$ cat config.mk
export PLATFORM = sky130hd
export DESIGN_NAME = layer1_weight_sequencer
export DESIGN_NICKNAME = d
export VERILOG_FILES = /design/src/rtl/layer1_weight_sequencer_pkg.sv /design/src/rtl/layer1_weight_sequencer_weight_row_assembler.sv /design/src/rtl/layer1_weight_sequencer.sv
export SDC_FILE = /design/constraint.sdc
export NUM_CORES = 1
export LEC_CHECK = 0
export ABC_AREA = 1
export BUFFER_PORTS_ARGS = -buffer_cell sky130_fd_sc_hd__buf_2
export CORE_MARGIN = 3
export CORE_UTILIZATION = 45
export CTS_CLUSTER_SIZE = 12
export DETAILED_ROUTE_END_ITERATION = 16
export PLACE_DENSITY = 0.72
export SYNTH_ARGS = -nofsm -noshare
export SYNTH_HDL_FRONTEND = slang
export SYNTH_SLANG_ARGS = --single-unit
$ cat constraint.sdc
create_clock -name clk -period 1.75 [get_ports clk]
set_input_delay 0.2625 -clock clk [delete_from_list [all_inputs] [get_ports clk]]
set_output_delay 0.2625 -clock clk [all_outputs]
set_load 0.005 [all_outputs]
$ cat src/rtl/layer1_weight_sequencer_pkg.sv
// Shared Layer 1 sizing constants and the sequencer state encoding.
// Compile this file before the rest of the rtl/ sources.
package NNGlobals;

  localparam int INPUT_LAYER_NODES = 784;
  localparam int RELU_NODES        = 16;
  localparam int LAYER_1_BIT_WIDTH = 8;
  localparam int NODE_SEL_WIDTH    = 10;

  localparam int ROW_WIDTH  = RELU_NODES * LAYER_1_BIT_WIDTH;
  localparam int BEAT_WIDTH = $clog2(RELU_NODES);

  localparam logic [NODE_SEL_WIDTH-1:0] LAST_ROW  = NODE_SEL_WIDTH'(INPUT_LAYER_NODES - 1);
  localparam logic [BEAT_WIDTH-1:0]     LAST_BEAT = BEAT_WIDTH'(RELU_NODES - 1);

  typedef enum logic [2:0] {
    ST_IDLE,
    ST_FILL,
    ST_WR_SETUP,
    ST_WR_PULSE,
    ST_WR_HOLD,
    ST_SCAN
  } seq_state_t;

endpackage

$ cat src/rtl/layer1_weight_sequencer_weight_row_assembler.sv
// Collects RELU_NODES serial weights into one bank-width row; slice 0 holds
// ReLU node 0. rowComplete flags the beat that fills the last slice.
module weight_row_assembler
  import NNGlobals::*;
(
  input  logic                         clk,
  input  logic                         rst_n,
  input  logic                         clear_i,
  input  logic                         beat_en_i,
  input  logic [LAYER_1_BIT_WIDTH-1:0] weight_i,
  output logic [ROW_WIDTH-1:0]         row_o,
  output logic                         row_complete_o
);

  logic [BEAT_WIDTH-1:0] beat_q, beat_d;
  logic [ROW_WIDTH-1:0]  row_q, row_d;

  // NOTE: every always_comb output gets a default first, so no path can infer a latch.
  always_comb begin
    beat_d = beat_q;
    row_d  = row_q;
    if (clear_i) begin
      beat_d = '0;
    end else if (beat_en_i) begin
      row_d[beat_q*LAYER_1_BIT_WIDTH +: LAYER_1_BIT_WIDTH] = weight_i;
      beat_d = (beat_q == LAST_BEAT) ? '0 : beat_q + BEAT_WIDTH'(1);
    end
  end

  // NOTE: state registers use non-blocking assignments so every flop samples pre-edge values.
  always_ff @(posedge clk) begin
    if (!rst_n) begin
      beat_q <= '0;
      row_q  <= '0;
    end else begin
      beat_q <= beat_d;
      row_q  <= row_d;
    end
  end

  assign row_o          = row_q;
  assign row_complete_o = beat_en_i && (beat_q == LAST_BEAT);

endmodule

$ cat src/rtl/layer1_weight_sequencer.sv
// Layer 1 weight storage controller: serial load with timed latch writes, and
// handshaked row scan. Optional macro WEIGHT_CHECKSUM_EN adds weightChecksum.
module layer1_weight_sequencer
  import NNGlobals::*;
(
  input  logic                         clk,
  input  logic                         rst_n,
  input  logic                         loadStart,
  input  logic [LAYER_1_BIT_WIDTH-1:0] weightIn,
  input  logic                         weightValid,
  output logic                         weightReady,
  input  logic                         scanStart,
  input  logic                         scanReady,
  output logic                         storeWriteEnable,
  output logic [NODE_SEL_WIDTH-1:0]    storeNodeSelect,
  output logic [ROW_WIDTH-1:0]         storeWriteIn,
  output logic                         rowValid,
  output logic [NODE_SEL_WIDTH-1:0]    rowIndex,
  output logic                         rowLast,
  output logic                         busy,
  output logic                         loaded
`ifdef WEIGHT_CHECKSUM_EN
  ,
  output logic [15:0]                  weightChecksum
`endif
);

  seq_state_t                state_q, state_d;
  logic [NODE_SEL_WIDTH-1:0] row_q, row_d;
  logic                      loaded_q, loaded_d;
  logic                      fill_clear;
  logic                      beat_en;
  logic                      row_complete;

  assign weightReady = (state_q == ST_FILL);
  assign beat_en     = weightValid && weightReady;

  weight_row_assembler u_assembler (
    .clk            (clk),
    .rst_n          (rst_n),
    .clear_i        (fill_clear),
    .beat_en_i      (beat_en),
    .weight_i       (weightIn),
    .row_o          (storeWriteIn),
    .row_complete_o (row_complete)
  );

  always_comb begin
    state_d    = state_q;
    row_d      = row_q;
    loaded_d   = loaded_q;
    fill_clear = 1'b0;
    unique case (state_q)
      ST_IDLE: begin
        if (loadStart) begin
          state_d    = ST_FILL;
          loaded_d   = 1'b0;
          row_d      = '0;
          fill_clear = 1'b1;
        end else if (scanStart && loaded_q) begin
          state_d = ST_SCAN;
          row_d   = '0;
        end
      end
      ST_FILL: begin
        if (row_complete) state_d = ST_WR_SETUP;
      end
      ST_WR_SETUP: state_d = ST_WR_PULSE;
      ST_WR_PULSE: state_d = ST_WR_HOLD;
      ST_WR_HOLD: begin
        if (row_q == LAST_ROW) begin
          state_d  = ST_IDLE;
          loaded_d = 1'b1;
        end else begin
          state_d = ST_FILL;
          row_d   = row_q + NODE_SEL_WIDTH'(1);
        end
      end
      ST_SCAN: begin
        // The read path is combinational, so advancing here presents the next row next cycle.
        if (scanReady) begin
          if (row_q == LAST_ROW) state_d = ST_IDLE;
          else                   row_d   = row_q + NODE_SEL_WIDTH'(1);
        end
      end
      default: state_d = ST_IDLE;
    endcase
  end

  always_ff @(posedge clk) begin
    if (!rst_n) begin
      state_q  <= ST_IDLE;
      row_q    <= '0;
      loaded_q <= 1'b0;
    end else begin
      state_q  <= state_d;
      row_q    <= row_d;
      loaded_q <= loaded_d;
    end
  end

  // Decoded straight from the state register: the latch enable is glitch-free and one cycle wide.
  assign storeWriteEnable = (state_q == ST_WR_PULSE);
  assign storeNodeSelect  = (state_q == ST_IDLE) ? '0 : row_q;
  assign rowValid         = (state_q == ST_SCAN);
  assign rowIndex         = storeNodeSelect;
  assign rowLast          = rowValid && (row_q == LAST_ROW);
  assign busy             = (state_q != ST_IDLE);
  assign loaded           = loaded_q;

`ifdef WEIGHT_CHECKSUM_EN
  logic [15:0] csum_q, csum_d;

  always_comb begin
    csum_d = csum_q;
    if (fill_clear)                csum_d = '0;
    else if (beat_en && !loaded_q) csum_d = csum_q + 16'(weightIn);
  end

  always_ff @(posedge clk) begin
    if (!rst_n) csum_q <= '0;
    else        csum_q <= csum_d;
  end

  assign weightChecksum = csum_q;
`endif

endmodule
==> summary.md, run 1 <==
| Metric | Value |
|---|---|
| Worst Hold Launch | weightIn[7] |
| Average size of a mapped cell | 6.78 um^2 |
| Tot Pwr | approximately 9.6 mW |
| Reg-to-reg endpoint | u_assembler.row_o[38] |
| Synth Area in Adders | 0.722% |
| WL final | around 21 mm |
| Number of synthesized register bits | 146 |
| Clock Power Share | 38.7% |
| Fill cell count | approximately 1,300 |
| Worst Clk Skew | ~0.0042 ns |
| Worst setup path category | reg2reg |
| Die Height | about 130 um |
| WHS Path Cells | 3 |
| Final worst slack | -0.102 ns |
| First-pass GRT wire length | 31.4 mm |
| Post-DP Area | 0.00848 mm^2 |
| Wire length per cell | around 14 um |
| Netlist cell types | 37 |
| Final setup fails | 6 |
| Mux share of post-synthesis cell area | 0% |
| VDD IR-drop max | ~730 uV |
| Fin util | roughly two thirds |
| Met2 WL | a little over 10 mm |
| Layout cells sized above 1 | 34.4% |
| Failing checks | negative setup slack |
| CP Data Required Time | between 2 and 2.5 ns |
| Smallest hold slack | a little under 0.09 ns |
| Layout area overhead | 40.4% |
| Final period utilization | 106% |
| Sw Share | slightly above 30% |
| Crit path arrival time | ~2.2 ns |
| Cell taking the most area after synthesis | dfxtp_1 |
| Cell area power density | just under 1000 mW/mm^2 |
| H-tree depth | 4 |
| Vias in the first global route | approximately 6,400 |
| Max_cap viols | 0 |
| Worst-Skew Late Latency | around 0.42 ns |
| Largest net degree at the start of global routing | 80 |
| Synth Instances | slightly above 1,000 |
| Outcome | finished, violations left |
| Metal3 WL | approximately 1.4 mm |
| DRT Pass-1 Iters | 5 |
| Psw | roughly 3.0 mW |
| Sequential-to-total area share from yosys stat | a little over two fifths |
| Post-CTS Hold Fix Bufs | 0 |
| Post-placement cell count | between 1,000 and 1,500 |
| Main combinational cell family by area after synthesis | simple AND/OR/NAND/NOR gates |
| Worst-path maximum fanout | 5 |
| Buf+Inv Stages, Crit Path | 3 |
| Worst-path cell chain | inv_4 > ha_4 > nand3_4 > buf_12 > nand2_2 > nor2_4 > clkinv_4 > nor2_1 > nand2_1 > nand2_1 > nor2_1 |
| Sequential power share | between 30% and 40% |
| Fin nets | 1,295 |
| Combinational share of power | roughly a quarter |
| Die width | about 130 um |
| Via-per-instance ratio | ~4.9 |
| I/O pins | about 170 |
| Clock root buffer | clkbuf_16 |
| Initial antenna violation count | 0 |
| Post-layout min period | 1.85 ns |
| Main area contributors after synthesis | dfxtp_1 (42%), nor2_1 (17%), nand2_1 (13%) |
| Global route overflow | 0 |
| Yosys top cell area share | 42.2% |
| Total vias in the final route | a little over 7,000 |
| XOR/XNOR Fraction of Synth Area | less than 1% |
| Antenna cells | 0 |
| Crit path launch type | flip-flop |
| CTS Buffer Depth | 2 |
| Hold Vio Cnt, Final | 0 |
| Final instance area | approximately 0.0097 mm^2 |
| Setup crit end kind | flip-flop |
| Slew margin rel. | about 67% |
| Clk slew on worst S/H paths | roughly 0.060 ns |
| Post-Synthesis Cell Area | 0.00693 mm^2 |
| Crit-path max cell delay | slightly below 0.4 ns |
| P_int | about 6.7 mW |
| Hold Path Class | in2reg |
| Final ANT Viol Nets | 0 |
| IO Port Bufs | ~170 |
| Worst hold endpoint | u_assembler.row_o[63] |
| Synth Area in Simple Gates | roughly two fifths |
| Initial DRC count | 480 |
| Clock buffer count from CTS | 17 |
| Synth warn | 0 |
| Synthesized net count | between 1,000 and 1,500 |
| Max Clk Rate | 540 MHz |
| CORE AREA | around 0.015 mm^2 |
| Post-route DRC violation count | 0 |
| CP max stage cell | dfxtp_4 |
| Unrepaired setup endpoints after global routing | true |
| Total GRT Usage | 23.3% |
| Row cnt | 44 |
| CTS sink count | roughly 150 |
| Detail Placement HPWL | 14.8 mm |
| Reg2Reg Launch Point | u_assembler.beat_q[1] |
| Leak | about 5.1 nW |
| RD Place Congestion | 0.929 |
| Reg2reg path depth | 11 |
| Fin cells | around 1,500 |
| Worst Max-Slew Pin Slew | ~0.50 ns |
| Max layer used | met4 |
| Compound-Gate Fraction of Synth Area | 7.80% |
| Slew Viols, Final | 0 |
| Top cell family by delay on the critical path | simple AND/OR/NAND/NOR gates |
| Initial core utilization | 46.8% |
| Routed met1 length | ~9.3 mm |
| Flop2flop setup slack | -0.10 ns |
| CTS tree | yes |
| Die area | about 0.017 mm^2 |
==> tightest hold or removal path, cell delays in order <==
cell and delay, ns:
buf_2 0.09, nor2_1 0.04, nor2_1 0.09
==> what timing repair did <==
| action | 4_1_cts | 5_1_grt |
|---|---|---|
| endpoints found under the setup margin | 65 | 149 |
| buffers inserted | 2 | 22 |
| resized for setup | 23 | 118 |
| gates cloned | 1 | 3 |
| pin swaps | 6 | 50 |
==> logic make-up (layout without fill, tap and decap cells) <==
| group | after synthesis | after routing |
|---|---|---|
| buffers and inverters | 151 | 414 |
| DFF | 146 | 146 |
| adders and majority gates | 4 | 4 |
| and+or+nand+nor | 622 | 626 |
| xor gates and xnor gates | 3 | 3 |
| AOI/OAI and AO/OA | 96 | 96 |
==> cell type report <==
cell class	instances	area, um^2	area share (%)
Clock buffer	20	447	4.59
Clock inverter	11	155	1.60
Inverter	108	449	4.62
Multi-Input combinational cell	729	3730	38.4
Sequential cell	146	2940	30.2
Tap cell	184	230	2.37
Timing Repair Buffer	275	1770	18.2
==> how the worst max path moves through the flow <==
stage	startpoint	endpoint	slack (ns)	cells past startpoint
3_5_place_dp	u_assembler.beat_q[1]	u_assembler.row_o[58]	-0.09	11
6_report	u_assembler.beat_q[1]	u_assembler.row_o[38]	-0.10	11
3_3_place_gp	u_assembler.beat_q[1]	u_assembler.row_o[57]	-0.02	11
5_1_grt	u_assembler.beat_q[1]	u_assembler.row_o[38]	-0.23	11
2_1_floorplan	u_assembler.beat_q[2]	u_assembler.row_o[93]	0.02	10
4_1_cts	u_assembler.beat_q[1]	u_assembler.row_o[89]	-0.02	11
==> flip-flops by register name, summed over array words and instances, names as in the netlist <==
signal,flops
loaded,1
row_q,10
state_q,3
u_assembler.beat_q,4
u_assembler.row_o,128
==> Yosys cell counts (all sizes together) <==
cell / instances
a211oi: 1
ha: 4
nor4: 1
a21oi: 14
o21bai: 14
nor3: 15
o32ai: 1
dfxtp: 146
o21ai: 58
nand4: 16
nand2: 241
buf: 29
inv: 107
clkbuf: 14
clkinv: 1
xor2: 3
nor2: 329
o22ai: 1
nand3: 20
o211ai: 7
==> through the flow <==
stage          TNS (ns)  worst slack (ns)
2_1_floorplan         0            0.0197
3_3_place_gp     -0.101           -0.0214
3_5_place_dp     -0.772           -0.0942
4_1_cts          -0.160           -0.0236
5_1_grt           -3.81            -0.231
6_report         -0.189            -0.102
==> power groups by stage <==
| stage | Combinational (mW) | Sequential (mW) | Clock (mW) |
|---|---|---|---|
| 6_report | 2.39 | 3.51 | 3.73 |
| 3_3_place_gp | 1.97 | 3.55 | 0 |
| 2_1_floorplan | 1.22 | 3.54 | 0 |
| 5_1_grt | 2.60 | 3.52 | 3.89 |
| 4_1_cts | 2.05 | 3.50 | 3.76 |
| 3_5_place_dp | 1.99 | 3.55 | 0 |
==> metal layers <==
layer | vias to the layer above | global-route usage, %
met5 | - | 0
met4 | 0 | 7.76
met3 | 37 | 5.49
met2 | 250 | 38.1
met1 | 3323 | 30.5
li1 | 3662 | -
==> cell usage in the layout, fill, tap and decap left out, types with 4 or more instances in the layout <==
| master | Yosys | routed |
|---|---|---|
| clkbuf_16 | 0 | 17 |
| clkinv_4 | 1 | 4 |
| nor2_4 | 8 | 23 |
| a21oi_1 | 14 | 14 |
| inv_2 | 8 | 14 |
| nor2_2 | 9 | 30 |
| o21bai_1 | 14 | 14 |
| nand2_2 | 7 | 15 |
| inv_6 | 0 | 4 |
| o21ai_0 | 57 | 46 |
| buf_2 | 8 | 166 |
| dfxtp_1 | 146 | 138 |
| o211ai_1 | 7 | 7 |
| nor3_1 | 13 | 10 |
| clkinvlp_4 | 0 | 5 |
| nand4_1 | 10 | 10 |
| buf_6 | 6 | 14 |
| buf_4 | 13 | 89 |
| inv_1 | 98 | 85 |
| o21ai_2 | 0 | 7 |
| nand2_1 | 231 | 221 |
| nor2_1 | 310 | 277 |
| nand3_1 | 11 | 10 |
| dfxtp_2 | 0 | 5 |
| o21ai_1 | 1 | 5 |
| nand2_4 | 3 | 5 |
| nand3_4 | 2 | 8 |
| buf_12 | 0 | 5 |
| nand4_4 | 3 | 7 |
Note: power is estimated with default switching activity, not from simulation.
==> run 2: changes to the inputs <==
Settings changed: CORE_UTILIZATION 45 to 49, PLACE_DENSITY 0.72 to 0.77.
==> summary.md, run 2 (synthesis results as in run 1) <==
| Metric | Value |
|---|---|
| Worst Clk Skew | between 0.008 and 0.009 ns |
| Flop2flop setup slack | -0.18 ns |
| Setup crit end kind | flip-flop |
| Unrepaired setup endpoints after global routing | true |
| Final instance area | roughly 0.0099 mm^2 |
| CTS sink count | 146 |
| Worst setup path category | reg2reg |
| Slew Viols, Final | 0 |
| Post-layout min period | a little under 2 ns |
| Outcome | finished, violations left |
| Total vias in the final route | approximately 7,700 |
| Detail Placement HPWL | approximately 15 mm |
| CP Data Required Time | between 2 and 2.5 ns |
| Tot Pwr | 9.87 mW |
| Reg-to-reg endpoint | u_assembler.row_o[27] |
| Leak | roughly 5.2 nW |
| IO Port Bufs | 167 |
| Global route overflow | 0 |
| Initial core utilization | approximately half |
| VDD IR-drop max | about 730 uV |
| Worst Max-Slew Pin Slew | ~0.46 ns |
| Largest register FFs | about 130 |
| DRT Pass-1 Iters | 6 |
| WHS Path Cells | 3 |
| Wire length per cell | 15.7 um |
| Hold Path Class | in2reg |
| CORE AREA | approximately 0.014 mm^2 |
| First-pass GRT wire length | between 30 and 40 mm |
| Layout area overhead | 43.0% |
| Post-route DRC violation count | 0 |
| Initial antenna violation count | 0 |
| Max_cap viols | 0 |
| Die width | around 120 um |
| WL final | about 23 mm |
| Clock root buffer | clkbuf_16 |
| RD Place Congestion | between 0.9 and 1 |
| Worst-Skew Late Latency | approximately 0.43 ns |
| Post-DP Area | 0.00849 mm^2 |
| Layout cells sized above 1 | 36.2% |
| Die area | 0.0156 mm^2 |
| Antenna cells | 0 |
| Largest net degree at the start of global routing | 80 |
| Critical path startpoint | u_assembler.beat_q[0] |
| Reg2Reg Launch Point | u_assembler.beat_q[0] |
| Vias in the first global route | around 6,800 |
| Final worst slack | -0.183 ns |
| Failing checks | negative setup slack |
| Final period utilization | 110% |
| CTS Buffer Depth | 2 |
| I/O pins | between 150 and 200 |
| Max Clk Rate | between 500 and 600 MHz |
| Fin nets | approximately 1,300 |
| Cell area power density | between 900 and 1000 mW/mm^2 |
| Worst-path maximum fanout | 6 |
| Clock buffer count from CTS | 17 |
| Die Height | 125 um |
| Final ANT Viol Nets | 0 |
| Slew margin rel. | 69.2% |
| H-tree depth | 4 |
| CTS tree | yes |
| Row cnt | 42 |
| Post-CTS Hold Fix Bufs | 0 |
| Initial DRC count | 754 |
| Crit path launch type | flip-flop |
| Total GRT Usage | about a quarter |
| Most common cell after layout, fill and taps aside | nor2_1 |
| Clk slew on worst S/H paths | 0.06 ns |
| Final setup fails | around 90 |
| Via-per-instance ratio | 5.22 |
| Crit path arrival time | about 2.3 ns |
| Critical path endpoint | u_assembler.row_o[27] |
| Reg2reg path depth | 9 |
| Commonest non-fill, non-tap cells in the layout | nor2_1 (282), nand2_1 (208), buf_2 (166) |
| Hold Vio Cnt, Final | 0 |
==> run 2: cell count changes in the layout (fill, tap and decap cells not counted), sizes merged <==
cell,before,now
clkinvlp,5,2
clkinv,5,10
bufinv,3,2
nand2,241,242
buf,275,290
inv,106,105
==> run 2: layout make-up <==
type	count	area, um^2
clock inverter	10	110
inverter	108	442
sequential	146	2940
timing repair inverter	1	8.76
clock buffer	20	467
tap	176	220
timing repair buffer	290	1930
fill	1050	3650
multi-input combinational	730	3790
==> run 2: worst min-delay path by stage <==
| stage | startpoint | endpoint | slack (ns) |
|---|---|---|---|
| 3_3_place_gp | u_assembler.row_o[121] | u_assembler.row_o[121] | 0.46 |
| 3_5_place_dp | u_assembler.row_o[87] | u_assembler.row_o[87] | 0.47 |
| 4_1_cts | weightIn[0] | u_assembler.row_o[56] | 0.08 |
| 2_1_floorplan | weightIn[0] | u_assembler.row_o[56] | 0.40 |
| 6_report | weightIn[0] | u_assembler.row_o[56] | 0.08 |
| 5_1_grt | weightIn[7] | u_assembler.row_o[63] | 0.12 |
==> run 2: routing by layer <==
metal  vias to the layer above  part of all wire [%]  track usage (%)
met2                       378                    48             43.3
li1                       3702                     -                -
met3                        96                   7.5             6.35
met1                      3554                    41             32.5
met4                         0                   4.3             9.25
met5                         -                     0                0
==> run 2: timing repair <==
action                     CTS  global route
gates cloned                 2             5
setup endpoints to repair  104           159
setup buffers                2            30
pin swaps                    8            71
resized for setup           30           141
==> run 2: power breakdown <==
part	switching [mW]	total (mW)	internal, mW
Combinational	1.61	2.77	1.16
Sequential	0.104	3.53	3.43
Clock	1.39	3.57	2.18
==> run 2: metrics by stage <==
step	utilization (%)	setup WS, ns	hold WS [ns]	TNS [ns]	std cells
after floorplan	-	0.0197	0.397	0	1022
after detailed placement	62.7	-0.120	0.466	-0.894	1413
final	73.1	-0.183	0.0823	-4.82	1481
after global placement	62.7	-0.0592	0.455	-0.180	1413
after global routing	73.1	-0.237	0.125	-11.81	1481
after CTS	68.0	-0.0163	0.0754	-0.0442	1447
==> run 2: critical path: stages, from the launching register on <==
cell and delay (ns):
dfxtp_4 0.37, nor3_4 0.25, ha_4 0.26, nand2_4 0.06, nor2_4 0.20, clkinv_4 0.17, nor2_4 0.23, inv_2 0.09
nor2_1 0.12, nor2_1 0.06
